## config.mk

```make
export PLATFORM = sky130hd
export DESIGN_NAME = kan_operand_aligner_flat
export DESIGN_NICKNAME = d
export VERILOG_FILES = /design/src/rtl/kan_operand_aligner_pkg.sv /design/src/rtl/kan_operand_aligner_if.sv /design/src/rtl/kan_operand_aligner_vector_buffer.sv /design/src/rtl/kan_operand_aligner.sv /design/src/flat_wrapper.sv
export SDC_FILE = /design/constraint.sdc
export NUM_CORES = 1
export LEC_CHECK = 0
export ABC_AREA = 0
export CORE_MARGIN = 2
export CORE_UTILIZATION = 25
export DETAILED_ROUTE_END_ITERATION = 7
export PLACE_DENSITY = 0.43
export SETUP_SLACK_MARGIN = 0.05
export SLEW_MARGIN = 20
export SYNTH_ARGS = -nofsm -noshare
export SYNTH_HDL_FRONTEND = slang
export SYNTH_SLANG_ARGS = --single-unit
export TNS_END_PERCENT = 20
```

## constraint.sdc

```tcl
create_clock -name clk -period 5.5 [get_ports clk]
set_input_delay 1.1 -clock clk [delete_from_list [all_inputs] [get_ports clk]]
set_output_delay 1.1 -clock clk [all_outputs]
set_load 0.02 [all_outputs]
```

## src/rtl/kan_operand_aligner_pkg.sv

```systemverilog
// Shared definitions for the KAN operand aligner.
//   state_t   : controller states (LOAD=0, RUN=1, ERR=2)
//   op_width  : operand beat width {data, grid, scale}
//   clog2     : ceiling log2 for pointer/counter sizing
package kan_operand_aligner_pkg;

  typedef enum logic [1:0] {
    ST_LOAD = 2'd0,
    ST_RUN  = 2'd1,
    ST_ERR  = 2'd2
  } state_t;

  function automatic int op_width(input int data_w, input int scale_w);
    return 2 * data_w + scale_w;
  endfunction

  function automatic int clog2(input int value);
    int r;
    int v;
    r = 0;
    v = value - 1;
    while (v > 0) begin
      r = r + 1;
      v = v >> 1;
    end
    return r;
  endfunction

endpackage

```

## src/rtl/kan_operand_aligner_if.sv

```systemverilog
// Stream bundle around the operand aligner.
//   s_axis_data_* : data samples in (tlast = final sample of the run)
//   s_axis_grid_* : grid vector in (tlast = last grid point)
//   s_axis_scle_* : scale vector in, same length as grid
//   m_axis_op_*   : combined operand beats out {data, grid, scale}
// Modports: slave = aligner view, master = environment view.
interface kan_operand_aligner_if
  import kan_operand_aligner_pkg::*;
#(
  parameter int DATA_WIDTH_DATA  = 16,
  parameter int DATA_WIDTH_SCALE = 16,
  parameter int OP_WIDTH         = op_width(DATA_WIDTH_DATA, DATA_WIDTH_SCALE)
);

  logic [DATA_WIDTH_DATA-1:0]  s_axis_data_tdata;
  logic                        s_axis_data_tvalid;
  logic                        s_axis_data_tready;
  logic                        s_axis_data_tlast;

  logic [DATA_WIDTH_DATA-1:0]  s_axis_grid_tdata;
  logic                        s_axis_grid_tvalid;
  logic                        s_axis_grid_tready;
  logic                        s_axis_grid_tlast;

  logic [DATA_WIDTH_SCALE-1:0] s_axis_scle_tdata;
  logic                        s_axis_scle_tvalid;
  logic                        s_axis_scle_tready;
  logic                        s_axis_scle_tlast;

  logic [OP_WIDTH-1:0]         m_axis_op_tdata;
  logic                        m_axis_op_tvalid;
  logic                        m_axis_op_tready;
  logic                        m_axis_op_tuser;
  logic                        m_axis_op_tlast;

  modport slave (
    input  s_axis_data_tdata, s_axis_data_tvalid, s_axis_data_tlast,
    output s_axis_data_tready,
    input  s_axis_grid_tdata, s_axis_grid_tvalid, s_axis_grid_tlast,
    output s_axis_grid_tready,
    input  s_axis_scle_tdata, s_axis_scle_tvalid, s_axis_scle_tlast,
    output s_axis_scle_tready,
    output m_axis_op_tdata, m_axis_op_tvalid, m_axis_op_tuser, m_axis_op_tlast,
    input  m_axis_op_tready
  );

  modport master (
    output s_axis_data_tdata, s_axis_data_tvalid, s_axis_data_tlast,
    input  s_axis_data_tready,
    output s_axis_grid_tdata, s_axis_grid_tvalid, s_axis_grid_tlast,
    input  s_axis_grid_tready,
    output s_axis_scle_tdata, s_axis_scle_tvalid, s_axis_scle_tlast,
    input  s_axis_scle_tready,
    input  m_axis_op_tdata, m_axis_op_tvalid, m_axis_op_tuser, m_axis_op_tlast,
    output m_axis_op_tready
  );

endinterface

```

## src/rtl/kan_operand_aligner_vector_buffer.sv

```systemverilog
// Operand vector buffer: GRID_DEPTH-entry register file of {grid, scale}.
//   clk, rst           : clock, synchronous active-high reset
//   wr_en/wr_ptr/wr_*  : synchronous write port
//   rd_ptr/rd_*        : asynchronous read port
module kan_operand_aligner_vector_buffer
  import kan_operand_aligner_pkg::*;
#(
  parameter int DATA_WIDTH_DATA  = 16,
  parameter int DATA_WIDTH_SCALE = 16,
  parameter int GRID_DEPTH       = 16,
  parameter int PTR_W            = clog2(GRID_DEPTH)
) (
  input  logic                        clk,
  input  logic                        rst,
  input  logic                        wr_en,
  input  logic [PTR_W-1:0]            wr_ptr,
  input  logic [DATA_WIDTH_DATA-1:0]  wr_grid,
  input  logic [DATA_WIDTH_SCALE-1:0] wr_scle,
  input  logic [PTR_W-1:0]            rd_ptr,
  output logic [DATA_WIDTH_DATA-1:0]  rd_grid,
  output logic [DATA_WIDTH_SCALE-1:0] rd_scle
);

  logic [DATA_WIDTH_DATA-1:0]  grid_mem [GRID_DEPTH];
  logic [DATA_WIDTH_SCALE-1:0] scle_mem [GRID_DEPTH];

  // Cleared on reset so the read port never presents uninitialised contents.
  always_ff @(posedge clk) begin
    if (rst) begin
      for (int i = 0; i < GRID_DEPTH; i++) begin
        grid_mem[i] <= '0;
        scle_mem[i] <= '0;
      end
    end else if (wr_en) begin
      grid_mem[wr_ptr] <= wr_grid;
      scle_mem[wr_ptr] <= wr_scle;
    end
  end

  assign rd_grid = grid_mem[rd_ptr];
  assign rd_scle = scle_mem[rd_ptr];

endmodule

```

## src/rtl/kan_operand_aligner.sv

```systemverilog
// KAN operand aligner: caches one grid/scale vector per run, then replays it
// for every data sample as {data, grid[i], scale[i]} operand beats.
//   clk, rst : clock, synchronous active-high reset
//   bus      : data/grid/scale stream inputs, operand stream output
//   busy     : high while replaying (RUN)
//   error    : sticky framing error (ERR), cleared only by rst
//   grid_len : number of grid points cached for the current run
module kan_operand_aligner
  import kan_operand_aligner_pkg::*;
#(
  parameter int DATA_WIDTH_DATA  = 16,
  parameter int DATA_WIDTH_SCALE = 16,
  parameter int GRID_DEPTH       = 16,
  parameter int OP_WIDTH         = op_width(DATA_WIDTH_DATA, DATA_WIDTH_SCALE)
) (
  input  logic                               clk,
  input  logic                               rst,
  kan_operand_aligner_if.slave               bus,
  output logic                               busy,
  output logic                               error,
  output logic [clog2(GRID_DEPTH+1)-1:0]     grid_len
);

  localparam int PTR_W = clog2(GRID_DEPTH);
  localparam int LEN_W = clog2(GRID_DEPTH + 1);
  localparam logic [PTR_W-1:0] PTR_MAX = PTR_W'(GRID_DEPTH - 1);

  state_t                      state;
  logic                        held;
  logic                        held_last;
  logic [DATA_WIDTH_DATA-1:0]  data_reg;
  logic [PTR_W-1:0]            wr_ptr;
  logic [PTR_W-1:0]            rd_ptr;
  logic [DATA_WIDTH_DATA-1:0]  rd_grid;
  logic [DATA_WIDTH_SCALE-1:0] rd_scle;

  logic in_load, in_run;
  logic grid_hs, tlast_match, wr_en;
  logic last_pt, op_vld, op_hs, data_rdy, data_hs;

  assign in_load     = (state == ST_LOAD);
  assign in_run      = (state == ST_RUN);
  // Grid and scale are only ever consumed as a pair.
  assign grid_hs     = in_load & bus.s_axis_grid_tvalid & bus.s_axis_scle_tvalid;
  assign tlast_match = (bus.s_axis_grid_tlast == bus.s_axis_scle_tlast);
  // Misframed or overflowing beats go to ERR without touching the buffer.
  assign wr_en       = grid_hs & tlast_match & (bus.s_axis_grid_tlast | (wr_ptr != PTR_MAX));

  assign last_pt  = (LEN_W'(rd_ptr) == (grid_len - LEN_W'(1)));
  assign op_vld   = in_run & held;
  assign op_hs    = op_vld & bus.m_axis_op_tready;
  // Reload on the last grid point of a sample keeps the output bubble-free.
  assign data_rdy = in_run & (~held | (op_hs & last_pt & ~held_last));
  assign data_hs  = data_rdy & bus.s_axis_data_tvalid;

  assign bus.s_axis_grid_tready = grid_hs;
  assign bus.s_axis_scle_tready = grid_hs;
  assign bus.s_axis_data_tready = data_rdy;
  assign bus.m_axis_op_tvalid   = op_vld;
  assign bus.m_axis_op_tdata    = {data_reg, rd_grid, rd_scle};
  assign bus.m_axis_op_tuser    = op_vld & last_pt;
  assign bus.m_axis_op_tlast    = op_vld & last_pt & held_last;

  kan_operand_aligner_vector_buffer #(
    .DATA_WIDTH_DATA  (DATA_WIDTH_DATA),
    .DATA_WIDTH_SCALE (DATA_WIDTH_SCALE),
    .GRID_DEPTH       (GRID_DEPTH),
    .PTR_W            (PTR_W)
  ) u_operand_vector_buffer (
    .clk     (clk),
    .rst     (rst),
    .wr_en   (wr_en),
    .wr_ptr  (wr_ptr),
    .wr_grid (bus.s_axis_grid_tdata),
    .wr_scle (bus.s_axis_scle_tdata),
    .rd_ptr  (rd_ptr),
    .rd_grid (rd_grid),
    .rd_scle (rd_scle)
  );

  always_ff @(posedge clk) begin
    if (data_hs) data_reg <= bus.s_axis_data_tdata;
  end

  always_ff @(posedge clk) begin
    if (rst) begin
      state     <= ST_LOAD;
      held      <= 1'b0;
      held_last <= 1'b0;
      wr_ptr    <= '0;
      rd_ptr    <= '0;
      grid_len  <= '0;
      busy      <= 1'b0;
      error     <= 1'b0;
    end else begin
      case (state)
        ST_LOAD: begin
          if (grid_hs) begin
            if (!tlast_match) begin
              state <= ST_ERR;
              error <= 1'b1;
            end else if (bus.s_axis_grid_tlast) begin
              grid_len <= LEN_W'(wr_ptr) + LEN_W'(1);
              wr_ptr   <= '0;
              rd_ptr   <= '0;
              state    <= ST_RUN;
              busy     <= 1'b1;
            end else if (wr_ptr == PTR_MAX) begin
              state <= ST_ERR;
              error <= 1'b1;
            end else begin
              wr_ptr <= wr_ptr + PTR_W'(1);
            end
          end
        end
        ST_RUN: begin
          if (data_hs) begin
            held      <= 1'b1;
            held_last <= bus.s_axis_data_tlast;
          end
          if (op_hs) begin
            if (last_pt) begin
              rd_ptr <= '0;
              if (held_last) begin
                // Run complete: a fresh grid is required for the next run.
                held   <= 1'b0;
                wr_ptr <= '0;
                state  <= ST_LOAD;
                busy   <= 1'b0;
              end else if (!data_hs) begin
                held <= 1'b0;
              end
            end else begin
              rd_ptr <= rd_ptr + PTR_W'(1);
            end
          end
        end
        ST_ERR: begin
          state <= ST_ERR;
        end
        default: begin
          state <= ST_ERR;
          error <= 1'b1;
        end
      endcase
    end
  end

endmodule
```

## src/flat_wrapper.sv

```systemverilog
// flat-port wrapper written by rule: the top's interface ports become plain ports
module kan_operand_aligner_flat import kan_operand_aligner_pkg::*;
#(
  parameter int DATA_WIDTH_DATA  = 16,
  parameter int DATA_WIDTH_SCALE = 16,
  parameter int GRID_DEPTH       = 16,
  parameter int OP_WIDTH         = op_width(DATA_WIDTH_DATA, DATA_WIDTH_SCALE)
)
  (clk, rst, busy, error, grid_len, bus_s_axis_data_tdata, bus_s_axis_data_tvalid, bus_s_axis_data_tlast, bus_s_axis_data_tready, bus_s_axis_grid_tdata, bus_s_axis_grid_tvalid, bus_s_axis_grid_tlast, bus_s_axis_grid_tready, bus_s_axis_scle_tdata, bus_s_axis_scle_tvalid, bus_s_axis_scle_tlast, bus_s_axis_scle_tready, bus_m_axis_op_tdata, bus_m_axis_op_tvalid, bus_m_axis_op_tuser, bus_m_axis_op_tlast, bus_m_axis_op_tready);
  kan_operand_aligner_if #(.DATA_WIDTH_DATA(DATA_WIDTH_DATA), .DATA_WIDTH_SCALE(DATA_WIDTH_SCALE), .OP_WIDTH(OP_WIDTH)) bus_i ();
  input  logic clk;
  input  logic rst;
  output logic busy;
  output logic error;
  output logic [clog2(GRID_DEPTH+1)-1:0] grid_len;
  input wire logic [$bits(bus_i.s_axis_data_tdata)-1:0] bus_s_axis_data_tdata;
  input wire logic [$bits(bus_i.s_axis_data_tvalid)-1:0] bus_s_axis_data_tvalid;
  input wire logic [$bits(bus_i.s_axis_data_tlast)-1:0] bus_s_axis_data_tlast;
  output wire logic [$bits(bus_i.s_axis_data_tready)-1:0] bus_s_axis_data_tready;
  input wire logic [$bits(bus_i.s_axis_grid_tdata)-1:0] bus_s_axis_grid_tdata;
  input wire logic [$bits(bus_i.s_axis_grid_tvalid)-1:0] bus_s_axis_grid_tvalid;
  input wire logic [$bits(bus_i.s_axis_grid_tlast)-1:0] bus_s_axis_grid_tlast;
  output wire logic [$bits(bus_i.s_axis_grid_tready)-1:0] bus_s_axis_grid_tready;
  input wire logic [$bits(bus_i.s_axis_scle_tdata)-1:0] bus_s_axis_scle_tdata;
  input wire logic [$bits(bus_i.s_axis_scle_tvalid)-1:0] bus_s_axis_scle_tvalid;
  input wire logic [$bits(bus_i.s_axis_scle_tlast)-1:0] bus_s_axis_scle_tlast;
  output wire logic [$bits(bus_i.s_axis_scle_tready)-1:0] bus_s_axis_scle_tready;
  output wire logic [$bits(bus_i.m_axis_op_tdata)-1:0] bus_m_axis_op_tdata;
  output wire logic [$bits(bus_i.m_axis_op_tvalid)-1:0] bus_m_axis_op_tvalid;
  output wire logic [$bits(bus_i.m_axis_op_tuser)-1:0] bus_m_axis_op_tuser;
  output wire logic [$bits(bus_i.m_axis_op_tlast)-1:0] bus_m_axis_op_tlast;
  input wire logic [$bits(bus_i.m_axis_op_tready)-1:0] bus_m_axis_op_tready;
  assign bus_i.s_axis_data_tdata = bus_s_axis_data_tdata;
  assign bus_i.s_axis_data_tvalid = bus_s_axis_data_tvalid;
  assign bus_i.s_axis_data_tlast = bus_s_axis_data_tlast;
  assign bus_s_axis_data_tready = bus_i.s_axis_data_tready;
  assign bus_i.s_axis_grid_tdata = bus_s_axis_grid_tdata;
  assign bus_i.s_axis_grid_tvalid = bus_s_axis_grid_tvalid;
  assign bus_i.s_axis_grid_tlast = bus_s_axis_grid_tlast;
  assign bus_s_axis_grid_tready = bus_i.s_axis_grid_tready;
  assign bus_i.s_axis_scle_tdata = bus_s_axis_scle_tdata;
  assign bus_i.s_axis_scle_tvalid = bus_s_axis_scle_tvalid;
  assign bus_i.s_axis_scle_tlast = bus_s_axis_scle_tlast;
  assign bus_s_axis_scle_tready = bus_i.s_axis_scle_tready;
  assign bus_m_axis_op_tdata = bus_i.m_axis_op_tdata;
  assign bus_m_axis_op_tvalid = bus_i.m_axis_op_tvalid;
  assign bus_m_axis_op_tuser = bus_i.m_axis_op_tuser;
  assign bus_m_axis_op_tlast = bus_i.m_axis_op_tlast;
  assign bus_i.m_axis_op_tready = bus_m_axis_op_tready;
  kan_operand_aligner #(.DATA_WIDTH_DATA(DATA_WIDTH_DATA), .DATA_WIDTH_SCALE(DATA_WIDTH_SCALE), .GRID_DEPTH(GRID_DEPTH), .OP_WIDTH(OP_WIDTH)) u_core (.clk(clk), .rst(rst), .bus(bus_i), .busy(busy), .error(error), .grid_len(grid_len));
endmodule
```

# Word level (Yosys, flattened, before mapping)

Memories as Yosys holds them, arrays and structs flattened. A register that Yosys moved wholly into a read port is not among the register bits.
Index checks and enable logic that the tools add are counted.

Eq/ne operators: 16
Add/sub/neg operators: 4
Bitwise logic cells: 17
Muxes and demuxes: 54
Reduce and logical (&&, ||, !) cells: 12

Operators with widths:

| operator                                             | count |
|---|---|
| 2-to-1 mux 4 bit                                     | 18 |
| 2-to-1 mux 16 bit                                    | 2 |
| OR reduction 16 bit                                  | 2 |
| 2-to-1 mux 1 bit                                     | 22 |
| one-hot mux 4 bit (2 select lines)                   | 2 |
| 2-to-1 mux 2 bit                                     | 7 |
| AND reduction 7 bit                                  | 2 |
| AND 1 bit                                            | 12 |
| inequality test 2 bit (second input constant)        | 5 |
| AND reduction 5 bit                                  | 2 |
| inequality test 3 bit (second input constant)        | 3 |
| adder 4 x 1 -> 4 bit (second input constant)         | 2 |
| inequality test 4 bit (second input constant)        | 2 |
| AND reduction 4 bit                                  | 2 |
| adder 4 x 1 -> 5 bit (second input constant)         | 1 |
| equality test 4 x 5 -> 1 bit                         | 1 |
| subtractor 5 x 1 -> 5 bit (second input constant)    | 1 |
| equality test 4 bit (second input constant)          | 1 |
| one-hot mux 1 bit (2 select lines)                   | 2 |
| one-hot mux 2 bit (2 select lines)                   | 1 |
| NOT 1 bit                                            | 3 |
| equality test 2 x 1 -> 1 bit (second input constant) | 1 |
| equality test 2 bit (second input constant)          | 1 |
| logical NOT 2 bit                                    | 1 |
| 6 further kinds                                      | 7 |

Memories kept: 2
Bits in writable memories: 512
Output and inout port bits: 61
Bits in registers: 35
Word-level logic and storage cells: 114
Bits of input ports: 57

Memory list:

| name                                    | words | width | read ports | clocked after Yosys merged registers in | wr ports | RTL line                                | text |
|---|---|---|---|---|---|---|---|
| u_core.u_operand_vector_buffer.grid_mem | 16    | 16    | 1          | 1                                       | 16       | kan_operand_aligner_vector_buffer.sv:24 | `logic [DATA_WIDTH_DATA-1:0] grid_mem [GRID_DEPTH];` |
| u_core.u_operand_vector_buffer.scle_mem | 16    | 16    | 1          | 1                                       | 16       | kan_operand_aligner_vector_buffer.sv:25 | `logic [DATA_WIDTH_SCALE-1:0] scle_mem [GRID_DEPTH];` |

# Longest topological paths before layout

Depth after elaboration: 13
Mapped depth: 10
Mapped depth without buffers: 7

# By module

From an unflattened synthesis, not the netlist that was laid out.

Cells, all modules: 1600
Area total of the unflattened synthesis: 24659.9 um^2

By module, submodules not included:

| module                            | instances | area an instance (um^2) | cells each |
|---|---|---|---|
| kan_operand_aligner_vector_buffer | 1         | 22892.0                 | 1416 |
| kan_operand_aligner               | 1         | 1767.9                  | 184 |

# Worst setup path after synthesis

No wires, ideal clock.

Path kind: input-to-reg
Start point: in bus_s_axis_scle_tlast
End point: mem u_core.u_operand_vector_buffer.grid_mem[10][0], enable pin
Required time: 5111 ps
Slack: 1752 ps
Stages on the path: 7
Buffers on the path: 1
Arrival time: 3358 ps
Path through: ha_1 > or3b_4 > or2_4 > nor3b_4 > buf_2 > nand2_1 > nand2_1

RTL lines:

| element            | RTL line                                | text |
|---|---|---|
| start: declaration | flat_wrapper.sv:26                      | `input wire logic [$bits(bus_i.s_axis_scle_tlast)-1:0] bus_s_axis_scle_tlast;` |
| end: declaration   | kan_operand_aligner_vector_buffer.sv:24 |  |

==> results.json <==
{
  "regArea_sq_um": 16300,
  "clk_pin_slew_ns": 0.06,
  "seq_area_frac_synth": 0.651,
  "layout_min_cycle_time_ns": 4.56,
  "status": "finished clean",
  "required_ns": 4.40,
  "routed_wl_um": 73500,
  "timing.slew.headroom": 0.278,
  "whs_ns": 0.460,
  "post_cts_resized": 0,
  "first_pass_iters": 5,
  "grt-ovfl-total": 0,
  "multi_input_area_sq_um": 8000,
  "r2r-start": "u_core.wr_ptr[0]",
  "endpoint_kind": "primary output",
  "async_reset_ff_frac": 0,
  "rows": 116,
  "core_area_sq_um": 99700,
  "antenna_left": 0,
  "hold_path_startpoint": "u_core.state[1]",
  "synth_nets": 1652,
  "ys_ff_latch": 551,
  "clkSinkCount": 551,
  "setup_viol": 0,
  "finalMaxSlewViolations": 0,
  "fillers": 9800,
  "die-area_sq_um": 103000,
  "synth_edf_count": 528,
  "p_per_area_nw_per_um2": 311,
  "synth_top_cell_by_area": "edfxtp_1",
  "power_mw": 9.17,
  "area_delta_synth_final_pct": 17.5,
  "rsz0062_at_grt": "no",
  "yosysTopAreaCellShare": 0.632,
  "grt_pass1_wl_um": 107000,
  "vias_per_cell": 4.82,
  "numCtsBuffers": 59,
  "root_buffer": "clkbuf_16",
  "layout-drive-gt1-share": 0.186,
  "place_ws_ns": 0.870,
  "crit_type": "flop to primary output",
  "startpoint_type": "flop",
  "wl_per_cell_um": 24.8,
  "finalCritPeriodShare": 0.829,
  "max_cap_viol_count": 0,
  "final_nets": 1681,
  "critPathMaxFanout": 39,
  "worst_pin_slew_ns": 1.08,
  "grt_pass1_vias": 15100,
  "syn-cell-area_sq_um": 25100,
  "postSynthAreaPerCell_sq_um": 15.8,
  "arrival_ns": 3.46,
  "die_h_um": 321,
  "netlist_top_cells_area": "edfxtp_1 (63%), mux4_2 (14%), and3_1 (12%)",
  "remaining_drc_errors": 0,
  "worst_slack_ns": 0.940,
  "grt_antenna_before_repair": 5,
  "num_vias": 14300,
  "synth_cell_types": 58,
  "grt_max_degree": 129,
  "hold_viol_final": 0,
  "io_pins": 118,
  "routabilityCongestion": 0.721,
  "setup-tns-final_ns": 0,
  "postCtsHoldBufs": 0,
  "die_width_um": 321,
  "clkLatencyLatePin_ns": 0.62,
  "hold_class": "flop to flop",
  "clockBufferDepth": 3,
  "yosys_warnings": 0,
  "synth-main-ff-cell": "edfxtp_1",
  "htree_levels": 2,
  "final.setup_skew_ns": 0.0172,
  "post_cts_buffers": 0,
  "grt_usage": 0.142,
  "fmax_mhz": 219,
  "synth_cells": 1585,
  "drtIter0Drc": 963,
  "initial_core_util": 0.251,
  "ir_worst_vdd_uv": 249,
  "dp_hpwl_um": 42200,
  "cts_tree": "built",
  "io_buffers": 117,
  "p_leak_nw": 11.4
}
power by group:
part           internal [mW]  switching (mW)  total (mW)  leakage (nW)
registers               4.74          0.0447        4.79          5.54
clock network           2.08            1.69        3.77         0.872
logic                  0.216           0.391       0.607          4.96
total                   7.04            2.13        9.17          11.4
placed cells by master, fill, tap and decap left out, types with 7 or more instances in the layout:
| cell | synthesis | routed |
|---|---|---|
| buf_4 | 1 | 20 |
| clkdlybuf4s50_1 | 0 | 117 |
| clkbuf_16 | 0 | 59 |
| nand2_2 | 0 | 9 |
| nand2_1 | 32 | 23 |
| nor2_1 | 15 | 15 |
| and3_1 | 485 | 484 |
| dfxtp_1 | 23 | 19 |
| edfxtp_1 | 528 | 528 |
| inv_1 | 10 | 10 |
| mux4_2 | 160 | 160 |
| clkinv_1 | 0 | 14 |
| clkinv_2 | 0 | 11 |
| a21oi_1 | 11 | 11 |
| and2_1 | 35 | 35 |
| o21ai_0 | 7 | 7 |
| clkbuf_1 | 156 | 18 |
| nand3_1 | 11 | 11 |
| buf_12 | 0 | 18 |
synthesized netlist by cell type, drive strengths merged (2+ instances only):
master / count
xor2: 4
nor4: 4
nor2b: 3
xnor2: 3
dfxtp: 23
nand3: 11
nor2: 15
nand4b: 4
inv: 10
edfxtp: 528
a211o: 3
nand2b: 3
and3: 485
clkbuf: 157
nor3b: 2
mux4: 160
or2: 2
o211ai: 3
nor4b: 2
nand4: 2
o21ai: 7
ha: 10
nor3: 3
a2111oi: 2
a21o: 7
a311oi: 2
and2: 35
a21oi: 11
buf: 31
a211oi: 4
nand2: 32
per-layer routing:
layer,global-route usage,share of wire,routed length (um),vias to the layer above
li1,-,-,-,6317
met1,0.186,0.43,31800,7535
met2,0.248,0.51,37400,316
met3,0.0172,0.035,2560,87
met4,0.0380,0.024,1760,0
met5,0,0,0,-
logic make-up after synthesis:
group	Yosys count	share of synthesized area
buf+inv	198	0.0335
flops	551	0.651
fa+ha+maj	10	0.00499
simple gates	609	0.150
xor+xnor	7	0.00245
mux	161	0.144
compound gates	49	0.0144
per-stage QoR:
step           cell area (sq um)  utilization  cells
2_1_floorplan              25100            -   1585
3_3_place_gp               27700        0.278   2851
3_5_place_dp               27700        0.278   2851
4_1_cts                    29500        0.295   2958
5_1_grt                    29500        0.296   2959
6_report                   29500        0.296   2959
critical path, stage by stage, from the launching register on:
cell and delay, ns:
dfxtp_4 0.66, buf_12 0.37, mux4_2 0.61, mux4_2 0.52, clkdlybuf4s50_1 0.61
area by class of cell:
type,count,area share
tap,1298,0.0551
clock buffer,78,0.0529
timing repair buffer,156,0.0574
multi-input combinational,836,0.271
clock inverter,29,0.00773
antenna,1,0.0000849
sequential,551,0.554
inverter,10,0.00127
final timing paths:
check                                             endpoint  slack [ns]  cells past startpoint
min reg2reg                                u_core.state[1]        0.46                      2
min                                        u_core.state[1]        0.46                      2
max                                bus_m_axis_op_tdata[25]        0.94                      4
max reg2reg  u_core.u_operand_vector_buffer.grid_mem[8][3]        2.34                      6
(Power assumes the default switching activity.)
